## src/rtl/ipm_route_framer.sv

```systemverilog
// ipm_route_framer: valid/ready framing and XY route stage at the front of an input port module.
// Define IPM_FRAMER_TIMEOUT_EN to abandon a packet whose BODY phase stalls for TIMEOUT_CYCLES.
module ipm_route_framer #(
  parameter int unsigned FLIT_WIDTH     = 34,
  parameter int unsigned X_W            = 4,
  parameter int unsigned Y_W            = 4,
  parameter int unsigned LOCAL_X        = 0,
  parameter int unsigned LOCAL_Y        = 0,
  parameter int unsigned OUTPORTPORTS   = 5,
  parameter int unsigned MAX_PKT_LEN    = 16,
  parameter int unsigned TIMEOUT_CYCLES = 64
) (
  input  logic                    clk,
  input  logic                    reset,
  input  logic                    in_valid_i,
  output logic                    in_ready_o,
  input  logic [FLIT_WIDTH-1:0]   in_flit_i,
  output logic                    out_valid_o,
  input  logic                    out_ready_i,
  output logic [FLIT_WIDTH-1:0]   out_flit_o,
  output logic [OUTPORTPORTS-1:0] port_sel_o,
  output logic                    PacketEnable_dw_o,
  output logic                    Tailpassed_dw_o,
  output logic                    err_o
);

  localparam int unsigned LEN_W = $clog2(MAX_PKT_LEN + 1);
  localparam int unsigned P_L   = 0;
  localparam int unsigned P_N   = 1;
  localparam int unsigned P_E   = 2;
  localparam int unsigned P_S   = 3;
  localparam int unsigned P_W   = 4;

  typedef enum logic {IDLE, BODY} state_t;

  state_t                  state;
  logic [LEN_W-1:0]        len;
  logic [LEN_W-1:0]        len_base;
  logic                    accept;
  logic                    xfer;
  logic                    in_head;
  logic                    in_tail;
  logic                    fwd;
  logic                    head_start;
  logic                    proto_err;
  logic                    len_err;
  logic                    tail_out;
  logic                    timeout;
  logic [X_W-1:0]          dst_x;
  logic [Y_W-1:0]          dst_y;
  logic [OUTPORTPORTS-1:0] route;

  assign in_ready_o = ~out_valid_o | out_ready_i;
  assign accept     = in_valid_i & in_ready_o;
  assign xfer       = out_valid_o & out_ready_i;
  assign in_head    = in_flit_i[FLIT_WIDTH-2];
  assign in_tail    = in_flit_i[FLIT_WIDTH-1];
  assign tail_out   = xfer & out_flit_o[FLIT_WIDTH-1];

  // IDLE forwards only heads, BODY forwards only body/tail; everything else accepted is dropped
  assign fwd        = accept & ((state == IDLE) ? in_head : ~in_head);
  assign proto_err  = accept & ~fwd;
  assign head_start = fwd & (state == IDLE);
  assign len_base   = (state == IDLE) ? '0 : len;
  assign len_err    = fwd & ~in_tail & (len_base == LEN_W'(MAX_PKT_LEN - 1));

  assign dst_x = in_flit_i[X_W-1:0];
  assign dst_y = in_flit_i[X_W+Y_W-1:X_W];

  // Dimension-order routing: resolve X first, then Y
  always_comb begin
    route = '0;
    if (dst_x > X_W'(LOCAL_X))      route[P_E] = 1'b1;
    else if (dst_x < X_W'(LOCAL_X)) route[P_W] = 1'b1;
    else if (dst_y > Y_W'(LOCAL_Y)) route[P_N] = 1'b1;
    else if (dst_y < Y_W'(LOCAL_Y)) route[P_S] = 1'b1;
    else                            route[P_L] = 1'b1;
  end

`ifdef IPM_FRAMER_TIMEOUT_EN
  localparam int unsigned STALL_W = $clog2(TIMEOUT_CYCLES + 1);

  logic [STALL_W-1:0] stall;

  assign timeout = (state == BODY) & ~accept & (stall == STALL_W'(TIMEOUT_CYCLES - 1));

  // Counts BODY cycles without an input accept
  always_ff @(posedge clk or posedge reset) begin
    if (reset)                                    stall <= '0;
    else if ((state != BODY) | accept | timeout)  stall <= '0;
    else                                          stall <= stall + STALL_W'(1);
  end
`else
  // Stall limit is inert in this build
  assign timeout = 1'b0 & (TIMEOUT_CYCLES == 0);
`endif

  always_ff @(posedge clk or posedge reset) begin
    if (reset) begin
      state             <= IDLE;
      out_valid_o       <= 1'b0;
      out_flit_o        <= '0;
      port_sel_o        <= '0;
      PacketEnable_dw_o <= 1'b0;
      Tailpassed_dw_o   <= 1'b0;
      err_o             <= 1'b0;
      len               <= '0;
    end else begin
      Tailpassed_dw_o <= tail_out;
      err_o           <= proto_err | len_err | timeout;

      if (fwd) begin
        out_valid_o <= 1'b1;
        out_flit_o  <= in_flit_i;
      end else if (xfer) begin
        out_valid_o <= 1'b0;
      end

      if (head_start) begin
        port_sel_o <= route;
        len        <= LEN_W'(1);
      end else if (fwd && (len != LEN_W'(MAX_PKT_LEN))) begin
        len <= len + LEN_W'(1);
      end

      // A new head wins over the previous tail leaving in the same cycle
      if (head_start)            PacketEnable_dw_o <= 1'b1;
      else if (tail_out | timeout) PacketEnable_dw_o <= 1'b0;

      case (state)
        IDLE:    if (head_start & ~in_tail)   state <= BODY;
        BODY:    if ((fwd & in_tail) | timeout) state <= IDLE;
        default: state <= IDLE;
      endcase
    end
  end

endmodule

```

## config.mk

```make
export PLATFORM = sky130hd
export DESIGN_NAME = ipm_route_framer
export DESIGN_NICKNAME = d
export VERILOG_FILES = /design/src/rtl/ipm_route_framer.sv
export SDC_FILE = /design/constraint.sdc
export NUM_CORES = 1
export LEC_CHECK = 0
export CORE_MARGIN = 3
export CORE_UTILIZATION = 46
export DETAILED_ROUTE_END_ITERATION = 6
export PLACE_DENSITY_LB_ADDON = 0.3
export SYNTH_ARGS = -nofsm -noshare
export SYNTH_HDL_FRONTEND = slang
export SYNTH_SLANG_ARGS = --single-unit
export TNS_END_PERCENT = 100
```

## constraint.sdc

```tcl
create_clock -name clk -period 3.9 [get_ports clk]
set_clock_uncertainty 0.15 [all_clocks]
set_input_delay 0.975 -clock clk [delete_from_list [all_inputs] [get_ports clk]]
set_output_delay 0.975 -clock clk [all_outputs]
set_load 0.005 [all_outputs]
```

After elaboration in Yosys (flattened, before gate mapping)
Index checks and enable logic that the tools add are counted.

$add $sub $neg: 1. Order comparisons: 4. Eq/ne operators: 2. Multiplexer cells: 22. Bitwise operators: 17. Reductions and logical operators: 4.

Operators by type and width (count): $mux W1 (15); $mux W5 (3); $and A1 B1 Y1 (10); $gt A4 B1 Y1 const B (2); $lt A4 B1 Y1 const B (2); $mux W2 (3); $reduce_bool A2 Y1 (3); $add A5 B1 Y5 const B (1); $eq A5 B4 Y1 const B (1); $ne A5 B5 Y1 const B (1); $not A1 Y1 (5); $or A1 B1 Y1 (2); $pmux W1 S2 (1); $logic_and A1 B1 Y1 (1).

Register bits: 49. Input bits: 38. Output and inout bits: 44. Logic and storage cells: 58.

Longest topological paths before layout
Word-level depth: 8. Depth in mapped cells: 7. Mapped depth without buffers: 5.

Worst setup path before layout
Ideal clock, no wire load.

Kind: input to output. From: input out_ready_i. To: output in_ready_o. Arrival time: 1.239 ns. Data required time: 2.775 ns. Slack: 1.536 ns. Stages: 2. Path buffers: 1. Path through: nand2b_1 -> buf_4.

Longest elaborated chain between the ends: 1.

Ends and longest elaborated chain: from (decl) (line 19) `input logic out_ready_i,`; $or A1 B1 Y1 (line 53) `assign in_ready_o = ~out_valid_o | out_ready_i;`; to (decl) (line 16) `output logic in_ready_o,`.

Every way passes these cells.

Worst setup path after layout
Ends and elaborated chain as after synthesis.

==> metrics.txt <==
# hold bufs at CTS 0; post-CTS setup buffer count 0; clk_lat worst skew 0.30 ns; Port Buffers 79; GPL Wtd Cong 0.822; initial DRC count 81; largest net degree at the start of global routing 48; CTS root buffer clkbuf_8; R2R Setup Slk 1.96 ns; io pins 82; Overflow after GRT 0; leading area contributor after synthesis dfrtp_1; die area 5300 sq um; worst slew pin tran 0.955 ns; final worst setup slack 0.484 ns; PostCTS Resize Cnt 0; synth unique cells 27; Post-Syn Area 2050 sq um; Total GRT Usage 18.7%; Period minus WS final 3.42 ns; Avg Cell Area, Syn 13.7 sq um; unrepaired setup endpoints after global routing false; Synthesis Warnings 0; cell depth of the worst hold path 2; final std cells w/o fill 282; Setup CP Type in2out; Hold Path Class reg2reg; n_diodes 0; Static Leak 1.32 nW; Nets 271; CP Max Fanout 8; Slew Limit Fails 0; std cell rows 23; relative slew slack 36.3%; critical path endpoint category output port; Placed Cells 274; WHS Endpoint port_sel_o[2]$_DFFE_PP0P_; final period utilization 87.6%; Critical Path RT 2.77 ns; Clock Pin Slew Worst Setup and Hold Paths 0.07 ns; cells on worst reg2reg path 4; Power Total 2.20 mW; r2r endpoint out_flit_o[3]$_DFFE_PP0P_; share of the synthesized area in the top cell type 57.2%; largest cells by area after synthesis dfrtp_1, mux2_4, mux2_2, nand2_1, buf_6; first-pass GRT wire length 7540 um; Fillers 300; # H-tree levels 2; commonest cells after routing, fill and taps aside clkdlybuf4s50_1, dfrtp_1, mux2_4; max cap viols 0; CTS Buffer Depth 2; Critical Path AT 2.29 ns; TritonCTS Buffers 5; 1st-pass router iterations 4; Die X 72.8 um; layout cells sized above 1 19.0%; TNS Setup 0 ns; run status complete, no violations; P&R area growth vs syn 44.8%; Die Y 72.8 um; Pwr per Cell Area 740 nW/um^2; drt wl/cell 16.1 um; most common cell after layout, fill and taps aside clkdlybuf4s50_1; Hold Vio Cnt, Final 0; CTS tree done; Initial Util 49.6%; f_max 0.293 GHz; antenna violations before repair 0; vias in the first global route 1440; clock sink count 47; IR drop worst, VDD 0.450 mV; startpoint types input port; core box area 4140 sq um; pre-CTS setup slack 0.512 ns; Mapped Cells 150; # DRC 0; Seq/Total Area, Yosys 57.2%; #FFs+latches synth 47; Hold Crit Start port_sel_o[2]$_DFFE_PP0P_; DP HPWL 3250 um; antenna-violating nets left 0; routed vias/inst 5.17; final wirelength 4550 um; DR vias 1459; number of setup violations in the final report 0
synthesized netlist by cell type:
cell       n
dfrtp_1   47
mux2_4    26
nand2_1   13
mux2_2     6
nand3_1    6
nor2_1     6
o21ai_0    6
inv_1      5
and3_1     4
buf_6      4
buf_4      3
a21oi_1    2
a221o_1    2
a31oi_1    2
a32o_1     2
ha_1       2
nand2b_1   2
nor4_1     2
o211ai_1   2
a21o_1     1
a311oi_1   1
clkbuf_1   1
conb_1     1
nand4_1    1
nor2b_1    1
nor3_1     1
xor2_1     1
worst max path at each step:
stage	from	endpoint	slack, ns	cells after the start
2_1_floorplan	out_ready_i	in_ready_o	1.54	2
3_3_place_gp	out_ready_i	in_ready_o	0.53	3
3_5_place_dp	out_ready_i	in_ready_o	0.51	3
4_1_cts	out_ready_i	in_ready_o	0.48	3
5_1_grt	out_ready_i	in_ready_o	0.43	3
6_report	out_ready_i	in_ready_o	0.48	3
final cells by class:
type	count	area [sq um]	area share [%]
clock buffer	6	82.6	2.78
multi-input combinational	91	793	26.7
sequential	47	1180	39.5
timing repair buffer	81	806	27.1
tap	50	62.6	2.10
clock inverter	2	35.0	1.18
inverter	5	18.8	0.631
sequential cells by signal, indices dropped and copies added, names as in the netlist, named ones only:
signal	cells
len	5
out_valid_o	1
err_o	1
PacketEnable_dw_o	1
port_sel_o	3
Tailpassed_dw_o	1
out_flit_o	34
worst max-delay path, stage by stage:
cell and delay [ns]:
clkdlybuf4s50_1 0.47, nand2b_1 0.28, clkdlybuf4s50_1 0.57
stage by stage:
stage / util [%] / hold slack [ns] / cell area, sq um
floorplan: - / 0.323 / 2060
global route: 71.8 / 0.375 / 2970
global placement: 68.9 / 0.313 / 2860
CTS: 71.8 / 0.341 / 2970
detailed placement: 68.9 / 0.323 / 2860
finish: 71.8 / 0.336 / 2970
cells by family (layout without fill, tap and decap cells):
logic type | after synthesis | count (layout) | synth area share [%]
AO/OA/AOI/OAI | 18 | 18 | 6.03
XOR/XNOR | 1 | 1 | 0.426
adder cells (fa/ha/maj) | 2 | 2 | 1.22
buffers and inverters | 13 | 94 | 4.38
flip-flops | 47 | 47 | 57.2
multiplexers | 32 | 32 | 22.3
other | 1 | 2 | 0.183
AND/OR/NAND/NOR | 36 | 36 | 8.22
routing by layer:
metal	vias up	routed length (um)	global-route usage [%]	part of all wire (%)
li1	689	-	-	-
met3	5	340	6.06	7.5
met5	-	0	0	0
met1	712	2060	26.8	45
met2	53	2080	27.2	46
met4	0	57	5.53	1.3
where the power goes:
group          internal [mW]  total (mW)  switching [mW]
Combinational          0.673       0.975           0.302
Clock                  0.207       0.364           0.156
Sequential             0.712       0.862           0.150
Total                   1.59        2.20           0.608
No activity file was read; power rests on OpenSTA's default activity.
